File: config.mk
export PLATFORM = sky130hd
export DESIGN_NAME = cv32e41s_wfi_sleep_ctrl_flat
export DESIGN_NICKNAME = d
export VERILOG_FILES = /design/src/rtl/cv32e41s_wfi_sleep_ctrl_if.sv /design/src/rtl/cv32e41s_wfi_sleep_ctrl.sv /design/src/flat_wrapper.sv
export SDC_FILE = /design/constraint.sdc
export NUM_CORES = 1
export LEC_CHECK = 0
export BUFFER_PORTS_ARGS = -buffer_cell sky130_fd_sc_hd__buf_2
export CELL_PAD_IN_SITES_DETAIL_PLACEMENT = 1
export CELL_PAD_IN_SITES_GLOBAL_PLACEMENT = 1
export CORE_MARGIN = 2
export CORE_UTILIZATION = 16
export CTS_CLUSTER_DIAMETER = 80
export DETAILED_ROUTE_END_ITERATION = 12
export PLACE_DENSITY_LB_ADDON = 0.05
export SLEW_MARGIN = 20
export SYNTH_ARGS = -nofsm -noshare
export SYNTH_HDL_FRONTEND = slang
export SYNTH_SLANG_ARGS = --single-unit
File: constraint.sdc
create_clock -name clk_ungated_i -period 1.9 [get_ports clk_ungated_i]
set_clock_uncertainty 0.1 [all_clocks]
set_input_delay 0.095 -clock clk_ungated_i [delete_from_list [all_inputs] [get_ports clk_ungated_i]]
set_output_delay 0.095 -clock clk_ungated_i [all_outputs]
set_load 0.02 [all_outputs]
File: src/rtl/cv32e41s_wfi_sleep_ctrl_if.sv
// -----------------------------------------------------------------------------
// cv32e41s_wfi_sleep_ctrl_if
//
// Purpose: bundles the handshake between the core pipeline / controller and
// the WFI sleep sequencer, so both sides connect through one port.
//
// Parameters:
//   NUM_IRQ           width of the wake-source interrupt vector
//
// Signals (direction as seen by the sequencer, modport slave):
//   wfi_i             in   single-cycle pulse, a WFI is retiring in WB
//   debug_mode_i      in   core is in debug mode
//   debug_req_i       in   external debug request
//   irq_wu_i          in   pending interrupts ANDed with MIE
//   if_busy_i         in   fetch stage has outstanding transactions
//   lsu_busy_i        in   LSU has outstanding transactions
//   ctrl_busy_o       out  core requires a clock
//   wake_from_sleep_o out  force-enable the core clock
//   sleeping_o        out  sequencer is in SLEEP
//   resume_o          out  one-cycle pulse on the first clocked cycle after wake
//   sleep_cycles_o    out  length of the last sleep period
//
// The master modport is the core/controller side that drives the status
// inputs and consumes the clock-control outputs.
// -----------------------------------------------------------------------------
interface cv32e41s_wfi_sleep_ctrl_if #(
  parameter int unsigned NUM_IRQ = 32
);

  logic               wfi_i;
  logic               debug_mode_i;
  logic               debug_req_i;
  logic [NUM_IRQ-1:0] irq_wu_i;
  logic               if_busy_i;
  logic               lsu_busy_i;

  logic               ctrl_busy_o;
  logic               wake_from_sleep_o;
  logic               sleeping_o;
  logic               resume_o;
  logic [31:0]        sleep_cycles_o;

  // Core / controller side
  modport master (
    output wfi_i,
    output debug_mode_i,
    output debug_req_i,
    output irq_wu_i,
    output if_busy_i,
    output lsu_busy_i,
    input  ctrl_busy_o,
    input  wake_from_sleep_o,
    input  sleeping_o,
    input  resume_o,
    input  sleep_cycles_o
  );

  // Sleep sequencer side
  modport slave (
    input  wfi_i,
    input  debug_mode_i,
    input  debug_req_i,
    input  irq_wu_i,
    input  if_busy_i,
    input  lsu_busy_i,
    output ctrl_busy_o,
    output wake_from_sleep_o,
    output sleeping_o,
    output resume_o,
    output sleep_cycles_o
  );

endinterface

File: src/rtl/cv32e41s_wfi_sleep_ctrl.sv
// -----------------------------------------------------------------------------
// cv32e41s_wfi_sleep_ctrl
//
// Purpose: WFI sleep sequencer running on the free-running clock, sitting
// directly upstream of the sleep unit. A retiring WFI becomes a sleep request;
// the sequencer waits for fetch and LSU to drain, then drops ctrl_busy so the
// core clock can be gated, and raises wake_from_sleep when an enabled
// interrupt or a debug request shows up.
//
// Parameters:
//   NUM_IRQ        width of the wake-source interrupt vector (must match bus)
//
// Ports:
//   clk_ungated_i  in   free-running clock (never the gated core clock)
//   rst_n          in   asynchronous active-low reset
//   bus            slave modport of cv32e41s_wfi_sleep_ctrl_if carrying the
//                  WFI/debug/irq/busy inputs and the ctrl_busy,
//                  wake_from_sleep, sleeping, resume and sleep_cycles outputs
//
// Configuration macro:
//   CV32E41S_SLEEP_CNT_EN  when defined, a saturating 32-bit counter measures
//                          the length of the last sleep period and drives
//                          sleep_cycles_o; when undefined sleep_cycles_o is 0
//                          and no counter flops exist.
// -----------------------------------------------------------------------------
module cv32e41s_wfi_sleep_ctrl #(
  parameter int unsigned NUM_IRQ = 32
) (
  input  logic                          clk_ungated_i,
  input  logic                          rst_n,
  cv32e41s_wfi_sleep_ctrl_if.slave      bus
);

  localparam logic [1:0] RUN   = 2'd0;
  localparam logic [1:0] DRAIN = 2'd1;
  localparam logic [1:0] SLEEP = 2'd2;
  localparam logic [1:0] WAKE  = 2'd3;

  logic [1:0]         state_q;
  logic [1:0]         state_d;
  logic [NUM_IRQ-1:0] irq_wu;
  logic               wake_src;
  logic               drain_idle;

  // Any enabled interrupt or a debug request is a reason to wake up.
  // mstatus.MIE deliberately plays no part: a masked-but-enabled interrupt
  // still ends the WFI.
  assign irq_wu     = bus.irq_wu_i;
  assign wake_src   = (|irq_wu) || bus.debug_req_i;
  assign drain_idle = !bus.if_busy_i && !bus.lsu_busy_i;

  // Next-state logic. A WFI only starts a sleep from RUN, outside debug mode
  // and with no wake source already pending; otherwise it retires as a NOP.
  // In DRAIN a wake source wins over the drain completing, so we never enter
  // SLEEP with a wake reason already present.
  always_comb begin
    state_d = state_q;
    unique case (state_q)
      RUN: begin
        if (bus.wfi_i && !bus.debug_mode_i && !wake_src) begin
          state_d = DRAIN;
        end
      end
      DRAIN: begin
        if (wake_src) begin
          state_d = RUN;
        end else if (drain_idle) begin
          state_d = SLEEP;
        end
      end
      SLEEP: begin
        if (wake_src) begin
          state_d = WAKE;
        end
      end
      WAKE: begin
        state_d = RUN;
      end
      default: begin
        state_d = RUN;
      end
    endcase
  end

  always_ff @(posedge clk_ungated_i or negedge rst_n) begin
    if (!rst_n) begin
      state_q <= RUN;
    end else begin
      state_q <= state_d;
    end
  end

  // ctrl_busy, sleeping and resume come straight from the state register so
  // the clock-gate enable has no combinational path from the core inputs.
  assign bus.ctrl_busy_o = (state_q != SLEEP);
  assign bus.sleeping_o  = (state_q == SLEEP);
  assign bus.resume_o    = (state_q == WAKE);

  // wake_from_sleep must open the clock in the very cycle a wake source is
  // seen in SLEEP. It stays high through WAKE because the sleep unit keeps a
  // registered copy of ctrl_busy that still reads 0 in that cycle.
  assign bus.wake_from_sleep_o = ((state_q == SLEEP) && wake_src) || (state_q == WAKE);

`ifdef CV32E41S_SLEEP_CNT_EN
  logic [31:0] sleep_cnt_q;
  logic        enter_sleep;

  assign enter_sleep = (state_q == DRAIN) && (state_d == SLEEP);

  // Counts every cycle spent in SLEEP, including the one in which the wake
  // source arrives, so the value seen from WAKE onward equals the number of
  // SLEEP cycles. Cleared on entry, held everywhere else, saturating.
  always_ff @(posedge clk_ungated_i or negedge rst_n) begin
    if (!rst_n) begin
      sleep_cnt_q <= '0;
    end else if (enter_sleep) begin
      sleep_cnt_q <= '0;
    end else if ((state_q == SLEEP) && (sleep_cnt_q != 32'hFFFF_FFFF)) begin
      sleep_cnt_q <= sleep_cnt_q + 32'd1;
    end
  end

  assign bus.sleep_cycles_o = sleep_cnt_q;
`else
  assign bus.sleep_cycles_o = '0;
`endif

endmodule
File: src/flat_wrapper.sv
// flat-port wrapper written by rule: the top's interface ports become plain ports
module cv32e41s_wfi_sleep_ctrl_flat 
#(
  parameter int unsigned NUM_IRQ = 32
)
  (clk_ungated_i, rst_n, bus_wfi_i, bus_debug_mode_i, bus_debug_req_i, bus_irq_wu_i, bus_if_busy_i, bus_lsu_busy_i, bus_ctrl_busy_o, bus_wake_from_sleep_o, bus_sleeping_o, bus_resume_o, bus_sleep_cycles_o);
  cv32e41s_wfi_sleep_ctrl_if #(.NUM_IRQ(NUM_IRQ)) bus_i ();
  input  logic clk_ungated_i;
  input  logic rst_n;
  input wire logic [$bits(bus_i.wfi_i)-1:0] bus_wfi_i;
  input wire logic [$bits(bus_i.debug_mode_i)-1:0] bus_debug_mode_i;
  input wire logic [$bits(bus_i.debug_req_i)-1:0] bus_debug_req_i;
  input wire logic [$bits(bus_i.irq_wu_i)-1:0] bus_irq_wu_i;
  input wire logic [$bits(bus_i.if_busy_i)-1:0] bus_if_busy_i;
  input wire logic [$bits(bus_i.lsu_busy_i)-1:0] bus_lsu_busy_i;
  output wire logic [$bits(bus_i.ctrl_busy_o)-1:0] bus_ctrl_busy_o;
  output wire logic [$bits(bus_i.wake_from_sleep_o)-1:0] bus_wake_from_sleep_o;
  output wire logic [$bits(bus_i.sleeping_o)-1:0] bus_sleeping_o;
  output wire logic [$bits(bus_i.resume_o)-1:0] bus_resume_o;
  output wire logic [$bits(bus_i.sleep_cycles_o)-1:0] bus_sleep_cycles_o;
  assign bus_i.wfi_i = bus_wfi_i;
  assign bus_i.debug_mode_i = bus_debug_mode_i;
  assign bus_i.debug_req_i = bus_debug_req_i;
  assign bus_i.irq_wu_i = bus_irq_wu_i;
  assign bus_i.if_busy_i = bus_if_busy_i;
  assign bus_i.lsu_busy_i = bus_lsu_busy_i;
  assign bus_ctrl_busy_o = bus_i.ctrl_busy_o;
  assign bus_wake_from_sleep_o = bus_i.wake_from_sleep_o;
  assign bus_sleeping_o = bus_i.sleeping_o;
  assign bus_resume_o = bus_i.resume_o;
  assign bus_sleep_cycles_o = bus_i.sleep_cycles_o;
  cv32e41s_wfi_sleep_ctrl #(.NUM_IRQ(NUM_IRQ)) u_core (.clk_ungated_i(clk_ungated_i), .rst_n(rst_n), .bus(bus_i));
endmodule
==> metrics.cfg, run 1 <==
[status]
status=finished, final reports clean

[hold_path]
hold_path.class=in -> async

[drt]
detail_route.wl_per_cell_um=8.64
vias_per_cell=3.44
routed_wl_um=1170
vias=464
dr.pass1.iters=2
route.detailed.drc=0
drtIter0Drc=3
antenna_left=0

[global_route]
antenna_found_initial=0
grt_usage_pct=7.32
grt_pass1_wl_um=1770
grt-ovfl-total=0
grt_pass1_vias=458
grt_max_degree=6

[critical_path]
arrival_ns=1.23
cpMostUsedCell=buf_2
rrSetupSlack_ns=0.81
ff2ff_path_depth=3
cp_slowest_cell=nor4_1
r2r_start=u_core.state_q[0]
reg2reg_to=u_core.state_q[0]
cp_num_cells=6
required_ns=1.70
cp-start-kind=input port
critical-path-top-delay-family=simple AND/OR/NAND/NOR gates
worstPathCellList=buf_2 -> nor4_1 -> nand4_1 -> nor3_2 -> a21boi_1 -> buf_2
worst-path-max-fanout=3
startpoint=bus_irq_wu_i[0]
crit_end=bus_wake_from_sleep_o
crit_path_end_kind=output pin
worst-path-buf-inv=2
critPathKind=in -> out
slowest_delay_ns=0.34

[clock_tree]
clk_pin_slew_ns=0.03
cts_buffers=3
cts_root_buf=clkbuf_4
htreeDepth=1
cts_buffer_depth=2
cts_tree=done
clock_sinks=2
postCtsSetupBuffers=0
clk_latency_ns=0.22

[power]
power_frac_clock_pct=39.5
cellLeakagePower_nw=0.360
pwr-share-comb_pct=42.6
ir_worst_vdd_uv=151
p_int_w=0.000144
power_w=0.000240
power_frac_seq_pct=17.9
p_sw_w=0.0000954
switching_share_pct=39.8
p_per_area_nw_per_um2=401

[final_layout]
area_delta_synth_final_pct=35.8
nNetsFinal=145
final_cell_mix=buf_2 (42), conb_1 (32), nor4_1 (8), clkbuf_4 (3)
layout_commonest_cell=buf_2
antenna_cells=0
drive_gt1_share_pct=44.2
num-fill-cells=361

[synth]
synth_seq_cells=2
synthXorXnorAreaFrac_pct=0
syn_inst=59
muxShareOfSynthArea_pct=2.56
synth_top_family_by_area=buffers and inverters
avgSynthCellArea_um2=7.46
synthAdderAreaFrac_pct=0
yosys_warnings=0
yosys.area_share.simple_pct=23.3
synth.distinct_cells=17
synth_compound_area_share_pct=5.68
ys_seq_area_share_pct=11.4
synth_area_um2=440

[floorplan]
ioPinCount=75
die_h_um=56.5
die_area_um2=3190
start_util_pct=16.4
die_x_um=56.5
core_um2=2690
placementRows=19

[sta]
slew_viol_final=0
timing.final.crit_share_pct=74.9
setup_viol_count_final=0
finalHoldViolCount=0
max_clock_freq_mhz=703
hold_ws_ns=0.0917
period_minus_slack_ns=1.42
fin_setup_tns_ns=0
rsz0062_at_grt=false

[placement]
gp_congestion=0.674
port_buffers=42
place_hpwl_um=1090

[flow_run]
drv_cap=0

## worst min-delay path by stage
| stage | start | endpoint | depth (start not counted) |
|---|---|---|---|
| CTS | rst_n | u_core.state_q[0] | 2 |
| detailed placement | rst_n | asynchronous set/reset pin | 1 |
| global route | rst_n | asynchronous set/reset pin | 2 |
| global placement | rst_n | asynchronous set/reset pin | 1 |
| finish | rst_n | asynchronous set/reset pin | 2 |
| floorplan | rst_n | asynchronous set/reset pin | 0 |
## cell type report
| class | instances | area [um2] | area share, % |
|---|---|---|---|
| Tap cell | 31 | 38.8 | 6.49 |
| Sequential cell | 2 | 50.0 | 8.37 |
| Inverter | 2 | 7.51 | 1.26 |
| Multi-Input combinational cell | 54 | 259 | 43.3 |
| Timing Repair Buffer | 43 | 220 | 36.8 |
| Clock buffer | 3 | 22.5 | 3.77 |
## routing by layer
metal / track usage, % / vias to the layer above / routed length (um)
met5: 0 / - / 0
met4: 5.10 / 0 / 25
met3: 2.07 / 4 / 174
met2: 13.3 / 39 / 587
met1: 6.97 / 193 / 378
li1: - / 228 / -
## cell families after synthesis
group | count (synthesis)
buf+inv | 34
mux | 1
flops | 2
simple gates | 17
other cells | 1
compound gates | 4
## timing repair
item,in CTS,in global routing
gates resized for setup,0,0
endpoints found under the hold margin,2,0
hold buffers,1,0
## power groups by stage
| stage | clock, W | combinational, W | sequential, W |
|---|---|---|---|
| after detailed placement | 0 | 0.0000998 | 0.0000434 |
| after CTS | 0.000101 | 0.000102 | 0.0000429 |
| final | 0.0000947 | 0.000102 | 0.0000429 |
| after floorplan | 0 | 0.000111 | 0.0000434 |
| after global placement | 0 | 0.0000989 | 0.0000434 |
| after global routing | 0.000102 | 0.000112 | 0.0000429 |
## per-stage QoR
step / utilization (%) / worst slack, ns / instance area, um2 / std cells
after global placement: 21.1 / 0.369 / 566 / 131
after global routing: 22.3 / 0.349 / 598 / 135
after CTS: 22.3 / 0.431 / 598 / 135
final: 22.3 / 0.477 / 598 / 135
after detailed placement: 21.1 / 0.337 / 566 / 131
after floorplan: - / 0.646 / 557 / 90
## cells in the mapped netlist
master | number | area share, %
a21boi_1 | 1 | 1.7
conb_1 | 1 | 0.85
nor3_2 | 1 | 2.3
a21o_1 | 1 | 1.7
and2_1 | 1 | 1.4
inv_1 | 2 | 1.7
nor2_1 | 2 | 1.7
nand2_1 | 1 | 0.85
mux2_1 | 1 | 2.6
dfrtp_1 | 2 | 11
nor2b_1 | 1 | 1.4
o21ai_0 | 1 | 1.1
a21oi_1 | 1 | 1.1
or3_1 | 1 | 1.4
nand4_1 | 2 | 2.8
nor4_1 | 8 | 11
buf_4 | 32 | 55
Note: power is estimated with default switching activity, not from simulation.
==> run 2: changes to the inputs <==
--- a/config.mk
+++ b/config.mk
@@ -5,11 +5,12 @@
 export SDC_FILE = /design/constraint.sdc
 export NUM_CORES = 1
 export LEC_CHECK = 0
+export ABC_AREA = 1
 export BUFFER_PORTS_ARGS = -buffer_cell sky130_fd_sc_hd__buf_2
 export CELL_PAD_IN_SITES_DETAIL_PLACEMENT = 1
 export CELL_PAD_IN_SITES_GLOBAL_PLACEMENT = 1
 export CORE_MARGIN = 2
-export CORE_UTILIZATION = 16
+export CORE_UTILIZATION = 15
 export CTS_CLUSTER_DIAMETER = 80
 export DETAILED_ROUTE_END_ITERATION = 12
 export PLACE_DENSITY_LB_ADDON = 0.05
==> constraint.sdc (replaced) <==
create_clock -name clk_ungated_i -period 1.3 [get_ports clk_ungated_i]
set_clock_uncertainty 0.1 [all_clocks]
set_input_delay 0.065 -clock clk_ungated_i [delete_from_list [all_inputs] [get_ports clk_ungated_i]]
set_output_delay 0.065 -clock clk_ungated_i [all_outputs]
set_load 0.02 [all_outputs]
==> metrics.cfg, run 2 <==
[status]
status=finished, final reports clean  ; unchanged

[placement]
placed_area_um2=699  ; was 566 um2
place_hpwl_um=1250  ; was 1090 um
gp_congestion=0.667  ; was 0.674
port_buffers=42  ; unchanged

[final_layout]
fin_util_pct=23.6  ; was 22.3%
antenna_cells=0  ; unchanged
area_delta_synth_final_pct=51.1  ; was 35.8%
multi_input_area_um2=353  ; was 259 um2
final_area_um2=788  ; was 598 um2
num-fill-cells=454  ; was 361
nNetsFinal=183  ; was 145
regArea_um2=50.0  ; unchanged
final_cell_mix=buf_2 (41), conb_1 (32), nor2_1 (21), nand2_1 (15), buf_4 (7)  ; was buf_2 (42), conb_1 (32), nor4_1 (8), clkbuf_4 (3)
drive_gt1_share_pct=43.7  ; was 44.2%
layout_commonest_cell=buf_2  ; unchanged

[floorplan]
ioPinCount=75  ; unchanged
core_um2=3340  ; was 2690 um2
die_area_um2=3970  ; was 3190 um2
start_util_pct=15.6  ; was 16.4%
placementRows=21  ; was 19
die_h_um=63.0  ; was 56.5 um
die_x_um=63.0  ; was 56.5 um

[power]
ir_worst_vdd_uv=114  ; was 151 uV
pwr-share-comb_pct=44.5  ; was 42.6%
cellLeakagePower_nw=0.495  ; was 0.360 nW
p_per_area_nw_per_um2=453  ; was 401 nW/um2
switching_share_pct=39.9  ; was 39.8%
power_frac_clock_pct=38.0  ; was 39.5%
p_int_w=0.000215  ; was 0.000144 W
power_frac_seq_pct=17.6  ; was 17.9%
p_sw_w=0.000143  ; was 0.0000954 W

[synth]
synth_top_family_by_area=buffers and inverters  ; unchanged
ys_seq_area_share_pct=9.59  ; was 11.4%
netlist_top_cells_count=buf_4 (32), nor2_1 (24), nand2_1 (15)  ; was buf_4 (32), nor4_1 (8)
async_reset_ff_share_pct=100  ; unchanged
synthAdderAreaFrac_pct=0  ; unchanged
ys.flop_type=dfrtp_1  ; unchanged
yosysTopAreaCellShare_pct=46.0  ; was 54.5%
avgSynthCellArea_um2=5.80  ; was 7.46 um2
synth_edf_count=0  ; unchanged
yosys_warnings=0  ; unchanged
synth_seq_cells=2  ; unchanged
synthXorXnorAreaFrac_pct=0  ; unchanged
muxShareOfSynthArea_pct=0  ; was 2.56%
yosysTopAreaCell=buf_4  ; unchanged
synth_compound_area_share_pct=1.92  ; was 5.68%
synth_most_common_cell=buf_4  ; unchanged
synth_area_um2=522  ; was 440 um2
yosys.area_share.simple_pct=36.7  ; was 23.3%
synth.distinct_cells=11  ; was 17
syn_inst=90  ; was 59
synth.area.top_cells=buf_4 (46%), nor2_1 (17%), nand2_1 (11%), dfrtp_1 (9.6%), inv_1 (5.0%)  ; was buf_4 (55%), dfrtp_1 (11%), nor4_1 (11%), nand4_1 (2.8%), mux2_1 (2.6%)

[global_route]
grt_max_degree=5  ; was 6
antenna_found_initial=0  ; unchanged
grt_pass1_wl_um=2090  ; was 1770 um
grt_usage_pct=6.20  ; was 7.32%
grt_pass1_vias=526  ; was 458
grt-ovfl-total=0  ; unchanged

[critical_path]
cp_slowest_cell=dfrtp_1  ; was nor4_1
worst-path-buf-inv=1  ; was 2
critical-path-top-delay-family=simple AND/OR/NAND/NOR gates  ; unchanged
worstPathCellList=inv_2 -> nor2_2 -> o21ai_2 -> nand2_1 -> nand3_2 -> nand3_1 -> nand2_1  ; was buf_2 -> nor4_1 -> nand4_1 -> nor3_2 -> a21boi_1 -> buf_2
slowest_delay_ns=0.41  ; was 0.34 ns
arrival_ns=1.26  ; was 1.23 ns
worst-path-max-fanout=3  ; unchanged
crit_path_end_kind=register  ; was output pin
cpMostUsedCell=nand2_1  ; was buf_2
startpoint=u_core.state_q[0]  ; was bus_irq_wu_i[0]
cp-start-kind=register  ; was input port
required_ns=1.31  ; was 1.70 ns
r2r_start=u_core.state_q[0]  ; unchanged
critPathKind=reg -> reg  ; was in -> out

[drt]
vias_per_cell=3.19  ; was 3.44
top_layer=met3  ; was met4
wl_met1_um=559  ; was 378 um
routed-wl-met3_um=169  ; was 174 um
drtIter0Drc=7  ; was 3
routed_wl_um=1450  ; was 1170 um
antenna_left=0  ; unchanged
dr.pass1.iters=2  ; unchanged
dr_wl_met2_um=719  ; was 587 um
detail_route.wl_per_cell_um=7.70  ; was 8.64 um
vias=599  ; was 464
route.detailed.drc=0  ; unchanged

[sta]
hold_ws_ns=0.0570  ; was 0.0917 ns
max_clock_freq_mhz=799
fin_setup_tns_ns=0  ; unchanged
rsz0062_at_grt=true  ; was false
setup_viol_count_final=0  ; unchanged
slew_viol_final=0  ; unchanged
timing.final.crit_share_pct=96.3
period_minus_slack_ns=1.25
finalHoldViolCount=0  ; unchanged

[clock_tree]
cts_root_buf=clkbuf_4  ; unchanged
clk_pin_slew_ns=0.03  ; about the same
clock_sinks=2  ; unchanged
cts_buffers=3  ; unchanged
clk_latency_ns=0.22  ; about the same
htreeDepth=1  ; unchanged
cts_tree=done  ; unchanged
cts_buffer_depth=2  ; unchanged

[hold_path]
hold_path.class=in -> async  ; unchanged

[flow_run]
drv_cap=0  ; unchanged

run 2: cell count changes after synthesis, moves of 2 or more:
cell and change:
nand2_1 +14, nor2_1 +22, inv_1 +5, nand3_1 +4, nand4_1 -2, nor4_1 -8
run 2: routing by layer:
layer,global-route usage (%),up-vias
li1,-,309
met1,7.58,246
met2,11.0,44
met3,1.62,0
met4,0.833,0
met5,0,-
run 2: path summary, 6_finish.rpt:
kind,endpoint,slack (ns),cells past startpoint
setup / recovery,u_core.state_q[0],0.05,7
hold / removal,u_core.state_q[0],0.06,2
setup reg to reg,u_core.state_q[0],0.05,7
hold reg to reg,u_core.state_q[0],0.60,5
max in group asynchronous,asynchronous set/reset pin,0.94,2
min in group clk_ungated_i,u_core.state_q[0],0.09,5
run 2: kinds of logic after synthesis:
| kind of cell | Yosys count |
|---|---|
| compound gates | 2 |
| buf+inv | 39 |
| flops | 2 |
| other cells | 1 |
| simple gates | 46 |
run 2: cell type report:
type | count | area share, %
multi-input cells | 80 | 44.8
flip-flops and latches | 2 | 6.35
repair buffers | 50 | 35.4
clock buffers | 3 | 2.86
inverters | 7 | 3.33
well taps | 46 | 7.30
run 2: stage by stage:
stage | worst slack [ns] | total power [W] | std cells
final | 0.0481 | 0.000357 | 188
after global routing | -0.0501 | 0.000381 | 188
after CTS | 0.00681 | 0.000360 | 185
after detailed placement | 0.0486 | 0.000217 | 180
after global placement | 0.0531 | 0.000216 | 180
after floorplan | 0.00376 | 0.000234 | 121
run 2: power groups by stage:
| stage | Clock (W) | Sequential (W) | Combinational, W |
|---|---|---|---|
| after floorplan | 0 | 0.0000634 | 0.000170 |
| after global placement | 0 | 0.0000634 | 0.000153 |
| after detailed placement | 0 | 0.0000634 | 0.000154 |
| after CTS | 0.000141 | 0.0000627 | 0.000157 |
| after global routing | 0.000144 | 0.0000627 | 0.000175 |
| final | 0.000136 | 0.0000628 | 0.000159 |
run 2: what timing repair did:
action	4_1_cts	5_1_grt
hold buffers	1	0
setup buffers	1	3
endpoints found under the setup margin	1	3
cloned	0	0
pin swaps	0	6
gates resized for setup	1	10
endpoints found under the hold margin	2	0
run 2: worst register-to-register path: stages (launching register included):
cell     delay [ns]
dfrtp_1        0.41
inv_2          0.06
nor2_2         0.14
o21ai_2        0.08
nand2_1        0.09
nand3_2        0.09
nand3_1        0.11
nand2_1        0.06
==> run 3: changes to the inputs <==
--- a/config.mk
+++ b/config.mk
@@ -13,7 +13,8 @@
 export CORE_UTILIZATION = 15
 export CTS_CLUSTER_DIAMETER = 80
 export DETAILED_ROUTE_END_ITERATION = 12
-export PLACE_DENSITY_LB_ADDON = 0.05
+export PLACE_DENSITY_LB_ADDON = 0.1
+export SKIP_CTS_REPAIR_TIMING = 1
 export SLEW_MARGIN = 20
 export SYNTH_ARGS = -nofsm -noshare
 export SYNTH_HDL_FRONTEND = slang
==> metrics.cfg, run 3 (synthesized netlist as in run 2, its figures left out) <==
[clock_tree]
clk_pin_slew_ns=0.03  ; about the same
cts_buffers=3  ; unchanged
clock_sinks=2  ; unchanged
cts_root_buf=clkbuf_4  ; unchanged
cts_buffer_depth=2  ; unchanged
cts_tree=done  ; unchanged
clk_latency_ns=0.22  ; about the same
htreeDepth=1  ; unchanged

[floorplan]
die_area_um2=3970  ; unchanged
die_x_um=63.0  ; unchanged
core_um2=3340  ; unchanged
ioPinCount=75  ; unchanged
start_util_pct=15.6  ; unchanged
die_h_um=63.0  ; unchanged
placementRows=21  ; unchanged

[global_route]
grt_max_degree=5  ; unchanged
antenna_found_initial=0  ; unchanged
grt_pass1_vias=556  ; was 526
grt-ovfl-total=0  ; unchanged
grt_pass1_wl_um=2130  ; was 2090 um
grt_usage_pct=6.39  ; was 6.20%

[placement]
placed_area_um2=699  ; unchanged
port_buffers=42  ; unchanged
place_hpwl_um=1260  ; was 1250 um
gp_congestion=0.688  ; was 0.667

[final_layout]
multi_input_area_um2=344  ; was 353 um2
antenna_cells=0  ; unchanged
nNetsFinal=181  ; was 183
final_cell_mix=buf_2 (41), conb_1 (32), nor2_1 (21), nand2_1 (15)  ; was buf_2 (41), conb_1 (32), nor2_1 (21), nand2_1 (15), buf_4 (7)
layout_commonest_cell=buf_2  ; unchanged
drive_gt1_share_pct=40.7  ; was 43.7%
area_delta_synth_final_pct=46.5  ; was 51.1%
final_area_um2=764  ; was 788 um2
num-fill-cells=460  ; was 454
regArea_um2=50.0  ; unchanged

[drt]
vias_per_cell=3.21  ; was 3.19
drtIter0Drc=8  ; was 7
route.detailed.drc=0  ; unchanged
detail_route.wl_per_cell_um=7.22  ; was 7.70 um
dr.pass1.iters=3  ; was 2
routed_wl_um=1340  ; was 1450 um
vias=597  ; was 599
antenna_left=0  ; unchanged

[critical_path]
arrival_ns=1.07  ; was 1.26 ns
critPathKind=reg -> out  ; was reg -> reg
startpoint=u_core.state_q[0]  ; unchanged
slowest_delay_ns=0.40  ; was 0.41 ns
cp_slowest_cell=dfrtp_1  ; unchanged
cp-start-kind=register  ; unchanged
required_ns=1.13  ; was 1.31 ns
r2r_start=u_core.state_q[0]  ; unchanged
worst-path-max-fanout=4  ; was 3
crit_path_end_kind=output pin  ; was register
rrSetupSlack_ns=0.11  ; was 0.05 ns
worstPathCellList=nor2_4 -> inv_2 -> o21ai_2 -> buf_6  ; was inv_2 -> nor2_2 -> o21ai_2 -> nand2_1 -> nand3_2 -> nand3_1 -> nand2_1

[power]
ir_worst_vdd_uv=201  ; was 114 uV
cellLeakagePower_nw=0.488  ; was 0.495 nW
p_per_area_nw_per_um2=463  ; was 453 nW/um2
power_w=0.000354  ; was 0.000357 W

[sta]
timing.final.crit_share_pct=95.4  ; was 96.3%
finalHoldViolCount=0  ; unchanged
max_clock_freq_mhz=807  ; was 799 MHz
fin_setup_tns_ns=0  ; unchanged
period_minus_slack_ns=1.24  ; was 1.25 ns
setup_viol_count_final=0  ; unchanged
slew_viol_final=0  ; unchanged

[flow_run]
drv_cap=0  ; unchanged

[status]
status=finished, final reports clean  ; unchanged

[hold_path]
hold_path.class=in -> async  ; unchanged

-- run 3: worst max-delay path, delay by kind of cell (launching register included) --
kind / cells / cell delay [ns]
flops: 1 / 0.40
buf+inv: 2 / 0.19
compound gates: 1 / 0.14
simple gates: 1 / 0.12
-- run 3: worst paths after layout --
check / to / cells after the start
max: bus_wake_from_sleep_o / 4
max in group asynchronous: asynchronous set/reset pin / 2
min: u_core.state_q[0] / 2
max reg2reg: register / 7
min in group clk_ungated_i: u_core.state_q[0] / 5
min reg2reg: register / 3
-- run 3: cell type report --
cell class              instances  share of cell area, %
clock buffers                   3                   2.95
inverters                       7                   3.44
multi-input cells              80                   45.0
flip-flops and latches          2                   6.55
well taps                      46                   7.53
repair buffers                 48                   34.5
-- run 3: routing by layer --
layer | vias up | wire length (um) | GRT usage, %
met4 | 0 | 0 | 0.833
met3 | 0 | 181 | 2.16
met2 | 42 | 662 | 12.4
met5 | - | 0 | 0
met1 | 249 | 497 | 6.72
li1 | 306 | - | -
-- run 3: power by group --
part | switching (W) | internal, W
combinational | 0.000108 | 0.0000501
clock | 0.0000318 | 0.000102
sequential | 0.000000000000661 | 0.0000628
total | 0.000140 | 0.000214
-- run 3: metrics by stage --
step,util [%],hold slack (ns),cells,worst slack [ns]
floorplan,-,-0.331,121,0.00376
global route,22.9,0.0709,186,-0.00332
detailed placement,21.0,-0.245,180,0.0473
CTS,21.6,-0.480,183,-0.0400
finish,22.9,0.0644,186,0.0603
global placement,21.0,-0.246,180,0.0558
